==> config.mk <==
export PLATFORM = sky130hd
export DESIGN_NAME = regfile_wb_arbiter
export DESIGN_NICKNAME = d
export VERILOG_FILES = /design/src/rtl/rf_ctrl_pkg.sv /design/src/rtl/rf_wb_fifo.sv /design/src/rtl/regfile_wb_arbiter.sv
export SDC_FILE = /design/constraint.sdc
export NUM_CORES = 1
export LEC_CHECK = 0
export CAP_MARGIN = 0
export CORE_MARGIN = 2
export CORE_UTILIZATION = 44
export CTS_CLUSTER_DIAMETER = 150
export CTS_CLUSTER_SIZE = 25
export DETAILED_ROUTE_END_ITERATION = 8
export PLACE_DENSITY_LB_ADDON = 0.1
export REMOVE_ABC_BUFFERS = 1
export SLEW_MARGIN = 20
export SYNTH_ARGS = -nofsm -noshare
export SYNTH_HDL_FRONTEND = slang
export SYNTH_SLANG_ARGS = --single-unit
==> constraint.sdc <==
create_clock -name clk -period 2.6 [get_ports clk]
set_clock_uncertainty 0.15 [all_clocks]
set_input_delay 0.39 -clock clk [delete_from_list [all_inputs] [get_ports clk]]
set_output_delay 0.39 -clock clk [all_outputs]
set_load 0.05 [all_outputs]
==> src/rtl/rf_ctrl_pkg.sv <==
// Shared constants and the write-record type for the register-file write-port controller.
package rf_ctrl_pkg;

    localparam int XLEN = 32;
    localparam int AW   = 5;
    localparam int NREG = 32;

    // One pending register-file write: destination plus data.
    typedef struct packed {
        logic [AW-1:0]   rd;
        logic [XLEN-1:0] data;
    } rf_wr_t;

    // x0 is hard-wired to zero, so it is never a real destination or hazard source.
    function automatic logic is_x0(input logic [AW-1:0] r);
        return (r == '0);
    endfunction

endpackage

==> src/rtl/rf_wb_fifo.sv <==
// Two-entry synchronous FIFO buffering multicycle results until they win the write port.
// Push is ignored when full and pop is ignored when empty; the output is the current head.
module rf_wb_fifo
    import rf_ctrl_pkg::*;
(
    input  logic   clk,
    input  logic   rst,
    input  logic   push,
    input  rf_wr_t din,
    input  logic   pop,
    output rf_wr_t dout,
    output logic   empty,
    output logic   full
);

    rf_wr_t     mem_q [2];
    rf_wr_t     mem_d [2];
    logic       rd_ptr_q, rd_ptr_d;
    logic       wr_ptr_q, wr_ptr_d;
    logic [1:0] count_q, count_d;
    logic       do_push;
    logic       do_pop;

    assign empty = (count_q == 2'd0);
    assign full  = (count_q == 2'd2);
    assign dout  = mem_q[rd_ptr_q];

    // Next-state: write at the tail, advance pointers, track occupancy.
    always_comb begin
        mem_d    = mem_q;
        rd_ptr_d = rd_ptr_q;
        wr_ptr_d = wr_ptr_q;
        do_push  = push && !full;
        do_pop   = pop && !empty;
        if (do_push) begin
            mem_d[wr_ptr_q] = din;
            wr_ptr_d        = ~wr_ptr_q;
        end
        if (do_pop) begin
            rd_ptr_d = ~rd_ptr_q;
        end
        count_d = count_q + {1'b0, do_push} - {1'b0, do_pop};
    end

    // State registers; reset discards any buffered results.
    always_ff @(posedge clk) begin
        if (rst) begin
            mem_q[0] <= '0;
            mem_q[1] <= '0;
            rd_ptr_q <= 1'b0;
            wr_ptr_q <= 1'b0;
            count_q  <= 2'd0;
        end else begin
            mem_q    <= mem_d;
            rd_ptr_q <= rd_ptr_d;
            wr_ptr_q <= wr_ptr_d;
            count_q  <= count_d;
        end
    end

endmodule

==> src/rtl/regfile_wb_arbiter.sv <==
// Register-file write-port arbiter.
// Pipeline writeback always wins the port; multicycle results queue in a 2-entry FIFO and
// drain whenever writeback is idle. A busy scoreboard tracks outstanding multicycle
// destinations for decode hazard detection, and a starvation counter asks the pipeline for
// a bubble when the FIFO head keeps losing.
// Handshake: a multicycle result transfers on a rising edge where mc_valid && mc_ready;
// mc_ready depends only on FIFO occupancy (and reset), never on mc_valid.
module regfile_wb_arbiter
    import rf_ctrl_pkg::*;
#(
    parameter int STARVE_LIMIT = 4
) (
    input  logic              clk,
    input  logic              rst,
    input  logic              wb_we,
    input  logic [AW-1:0]     wb_rd,
    input  logic [XLEN-1:0]   wb_data,
    input  logic              mc_valid,
    output logic              mc_ready,
    input  logic [AW-1:0]     mc_rd,
    input  logic [XLEN-1:0]   mc_data,
    input  logic              issue_valid,
    input  logic [AW-1:0]     issue_rd,
    input  logic [AW-1:0]     chk_rs1,
    input  logic [AW-1:0]     chk_rs2,
    input  logic [AW-1:0]     chk_rd,
    output logic              hazard_stall,
    output logic              starve_o,
    output logic [NREG-1:0]   busy_o,
    output logic              rf_we,
    output logic [AW-1:0]     rf_a3,
    output logic [XLEN-1:0]   rf_wd
);

    localparam int CW = $clog2(STARVE_LIMIT + 1);

    rf_wr_t          fifo_din;
    rf_wr_t          fifo_head;
    logic            fifo_empty;
    logic            fifo_full;
    logic            fifo_push;
    logic            fifo_pop;
    logic            wb_win;

    logic [NREG-1:0] busy_q, busy_d;
    logic [CW-1:0]   cnt_q, cnt_d;
    logic            starve_q, starve_d;

    assign fifo_din.rd   = mc_rd;
    assign fifo_din.data = mc_data;

    // Accept results only when there is room; never while reset is held.
    assign mc_ready  = !rst && !fifo_full;
    assign fifo_push = mc_valid && mc_ready;

    // Writeback to x0 is treated as no writeback at all.
    assign wb_win   = wb_we && !is_x0(wb_rd);
    assign fifo_pop = !rst && !wb_win && !fifo_empty;

    rf_wb_fifo u_fifo (
        .clk   (clk),
        .rst   (rst),
        .push  (fifo_push),
        .din   (fifo_din),
        .pop   (fifo_pop),
        .dout  (fifo_head),
        .empty (fifo_empty),
        .full  (fifo_full)
    );

    // Write-port mux: writeback first, then FIFO head, else drive zeros.
    always_comb begin
        rf_we = 1'b0;
        rf_a3 = '0;
        rf_wd = '0;
        if (!rst) begin
            if (wb_win) begin
                rf_we = 1'b1;
                rf_a3 = wb_rd;
                rf_wd = wb_data;
            end else if (fifo_pop) begin
                rf_we = !is_x0(fifo_head.rd);
                rf_a3 = fifo_head.rd;
                rf_wd = fifo_head.data;
            end
        end
    end

    // Scoreboard next-state: clear on pop, set on issue; set is applied last so it wins.
    always_comb begin
        busy_d = busy_q;
        if (fifo_pop && !is_x0(fifo_head.rd)) begin
            busy_d[fifo_head.rd] = 1'b0;
        end
        if (issue_valid && !is_x0(issue_rd)) begin
            busy_d[issue_rd] = 1'b1;
        end
        busy_d[0] = 1'b0;
    end

    // Starvation next-state: count lost arbitration rounds of a waiting head, saturating.
    always_comb begin
        cnt_d    = cnt_q;
        starve_d = starve_q;
        if (fifo_empty || fifo_pop) begin
            cnt_d = '0;
        end else if (wb_win && (cnt_q != CW'(STARVE_LIMIT))) begin
            cnt_d = cnt_q + 1'b1;
        end
        if (fifo_pop) begin
            starve_d = 1'b0;
        end else if (cnt_d == CW'(STARVE_LIMIT)) begin
            starve_d = 1'b1;
        end
    end

    // Scoreboard and starvation registers.
    always_ff @(posedge clk) begin
        if (rst) begin
            busy_q   <= '0;
            cnt_q    <= '0;
            starve_q <= 1'b0;
        end else begin
            busy_q   <= busy_d;
            cnt_q    <= cnt_d;
            starve_q <= starve_d;
        end
    end

    // Decode hazard: any non-x0 operand or destination with an outstanding multicycle write.
    always_comb begin
        hazard_stall = 1'b0;
        if (!is_x0(chk_rs1) && busy_q[chk_rs1]) hazard_stall = 1'b1;
        if (!is_x0(chk_rs2) && busy_q[chk_rs2]) hazard_stall = 1'b1;
        if (!is_x0(chk_rd)  && busy_q[chk_rd])  hazard_stall = 1'b1;
    end

    assign busy_o   = busy_q;
    assign starve_o = starve_q;

endmodule

==> flow_summary.json <==
{
  "drt_pass1_iterations": 6,
  "violations": "setup timing",
  "fin_cells": 1174,
  "final.setup.worst_slack_ns": -0.07561,
  "syn_area_um2": 6091,
  "grt.overflow.total": 0,
  "grt_max_degree": 142,
  "htree_levels": 4,
  "critPathLaunchType": "primary input",
  "seq_area_frac_synth_pct": 37.14,
  "relSlewSlack_pct": 45.40,
  "critical_path_class": "primary input to output port",
  "yosysTopAreaCell": "dfxtp_1",
  "hold_violations": 0,
  "drc": 0,
  "synth_cell_types": 46,
  "io_pins": 172,
  "wl_um": 24370,
  "arrival_ns": 2.14,
  "postRouteAntennaNets": 0,
  "path_clk_slew_ns": 0.05,
  "viasPerCell": 5.920,
  "cp-startpoint": "wb_rd[4]",
  "die_y_um": 121.7,
  "clk_latency_ns": 0.42,
  "r2r_cells": 11,
  "crit_path_end_kind": "output port",
  "drive_gt1_share_pct": 29.59,
  "syn-instance-count": 789,
  "reg2reg_slack_ns": 0.22,
  "cp.required_ns": 2.06,
  "yosys_warnings": 0,
  "crit_fanout": 4,
  "drtIter0Drc": 688,
  "antenna_found_initial": 1,
  "post_drt_wl_per_cell_um": 20.76,
  "grt_usage_pct": 32.12,
  "cts.sinks": 113,
  "hpwlAfterDp_um": 14390,
  "cts_made_buffers": 17,
  "fin_hold_ws_ns": 0.1382,
  "clockRootBuffer": "clkbuf_16",
  "die_x_um": 121.7,
  "clock_path_buffers": 2,
  "powerDensity_nw_per_um2": 575.1,
  "grt_pass1_vias": 6831,
  "place_inst": 1120,
  "io_buffers": 170,
  "worstReg2RegEnd": "u_fifo.count_q[1]$_SDFF_PP0_",
  "r2r_start": "u_fifo.count_q[1]$_SDFF_PP0_",
  "synth_top_area_share_pct": 37.14,
  "drv_slew": 0,
  "power.leakage_nw": 3.730,
  "synthFlopType": "dfxtp_1",
  "maxCapViolations": 0,
  "start_util_pct": 45.45,
  "rows": 42,
  "cts_tree": "done",
  "synth_area_leaders": "dfxtp_1 37%, a21oi_1 12%, nand2_1 12%",
  "rsz0062_at_grt": "yes",
  "critPathCapture": "rf_a3[4]",
  "grt_first_pass_wirelength_um": 36430,
  "design_area_um2": 10460,
  "post-route-period-util_pct": 102.9,
  "hp-class": "primary input to flip-flop",
  "fin_nets": 1087,
  "min_path_cells": 2,
  "core_area_um2": 13400,
  "globalplace.congestion": 1.083,
  "hold_buffers": 0,
  "worst_pin_slew_ns": 0.8190,
  "async_flop_share_pct": 0,
  "avgSynthCellArea_um2": 7.720,
  "peakVddDrop_mv": 0.4099,
  "synth_seq_cells": 113,
  "dieArea_um2": 14800,
  "fmax_ghz": 0.3737,
  "synth-edff-count": 0,
  "place_area_um2": 8554,
  "synth_common_cells": "200 x nand2_1, 151 x a21oi_1, 113 x dfxtp_1",
  "outcome": "finished, violations left",
  "area_growth_pct": 71.80,
  "setup_violations": 20,
  "synth_most_common_cell": "nand2_1",
  "fin_crit_ns": 2.676,
  "vias": 6950
}
kinds of logic after synthesis:
kind of cell / after synthesis / share of synthesized area [%]
buffers and inverters: 68 / 4.992
and+or+nand+nor: 329 / 23.30
DFF: 113 / 37.14
other: 1 / 0.06157
adders and majority gates: 4 / 0.8217
xor gates and xnor gates: 3 / 0.4315
muxes: 70 / 15.98
AOI/OAI and AO/OA: 201 / 17.28
layer usage:
metal / part of all wire [%] / up-vias / global-route usage, %
li1: - / 3152 / -
met1: 38 / 3370 / 38.01
met2: 51 / 359 / 55.44
met3: 7.8 / 69 / 7.818
met4: 3.8 / 0 / 14.08
met5: 0 / - / 0
power by group:
part / switching, mW / internal, mW / total (mW)
sequential: 0.0831 / 1.81 / 1.89
combinational: 1.00 / 0.708 / 1.71
clock: 0.836 / 1.58 / 2.42
total: 1.92 / 4.10 / 6.02
how the worst min path moves through the flow:
stage / to / slack (ns) / start
2_1_floorplan: u_fifo.mem_q[37]$_SDFFE_PP0P_ / 0.28 / u_fifo.mem_q[37]$_SDFFE_PP0P_
3_3_place_gp: u_fifo.mem_q[64]$_SDFFE_PP0P_ / 0.29 / u_fifo.mem_q[64]$_SDFFE_PP0P_
3_5_place_dp: u_fifo.mem_q[19]$_SDFFE_PP0P_ / 0.30 / u_fifo.mem_q[19]$_SDFFE_PP0P_
4_1_cts: u_fifo.count_q[0]$_SDFF_PP0_ / 0.12 / rst
5_1_grt: u_fifo.count_q[0]$_SDFF_PP0_ / 0.14 / rst
6_report: u_fifo.count_q[0]$_SDFF_PP0_ / 0.14 / rst
critical path, stage by stage:
cell and delay (ns):
buf_6 0.10, or4_4 0.58, o21a_4 0.31, buf_6 0.14
nor3_4 0.23, a22oi_2 0.09, nor2_2 0.13, clkbuf_16 0.18
through the flow:
step | total power [mW] | TNS (ns) | setup slack, ns | utilization [%]
floorplan | 2.538 | -32.57 | -0.9811 | -
CTS | 5.908 | -0.8918 | -0.1278 | 75.14
global route | 6.194 | -1.200 | -0.1476 | 78.09
global placement | 3.199 | -15.90 | -0.4814 | 63.84
finish | 6.018 | -0.5967 | -0.07561 | 78.09
detailed placement | 3.217 | -19.93 | -0.4923 | 63.84
sequential cells by signal (all words and copies together) (netlist names):
register         cells
u_fifo.rd_ptr_q      1
u_fifo.count_q       2
cnt_q                3
u_fifo.wr_ptr_q      1
busy_o              31
starve_o             1
u_fifo.mem_q        74
layout make-up:
cell class,instances,area (um2)
Inverter,8,30.03
Clock buffer,23,478.0
Tap cell,176,220.2
Timing Repair Buffer,235,2880
Clock inverter,9,130.1
Multi-Input combinational cell,609,4442
Antenna cell,1,2.502
Fill cell,878,2937
Sequential cell,113,2281
what timing repair did:
action,4_1_cts,5_1_grt
setup buffers,7,6
pin swaps,66,45
gates resized for setup,168,81
endpoints found under the setup margin,40,33
cloned,10,2
layout by cell type (no fill, tap or decap), types with 9 or more instances in the layout:
| cell | count |
|---|---|
| buf_6 | 10 |
| buf_4 | 41 |
| a21oi_1 | 121 |
| mux2i_1 | 34 |
| o21ai_1 | 32 |
| mux4_2 | 21 |
| clkbuf_16 | 23 |
| nor2_4 | 16 |
| a21oi_4 | 24 |
| nor3_4 | 31 |
| nand2_1 | 200 |
| buf_12 | 45 |
| dfxtp_2 | 9 |
| nor2_1 | 16 |
| dfxtp_1 | 102 |
| nor2_2 | 17 |
| clkdlybuf4s50_1 | 116 |
No activity file was read; power rests on OpenSTA's default activity.
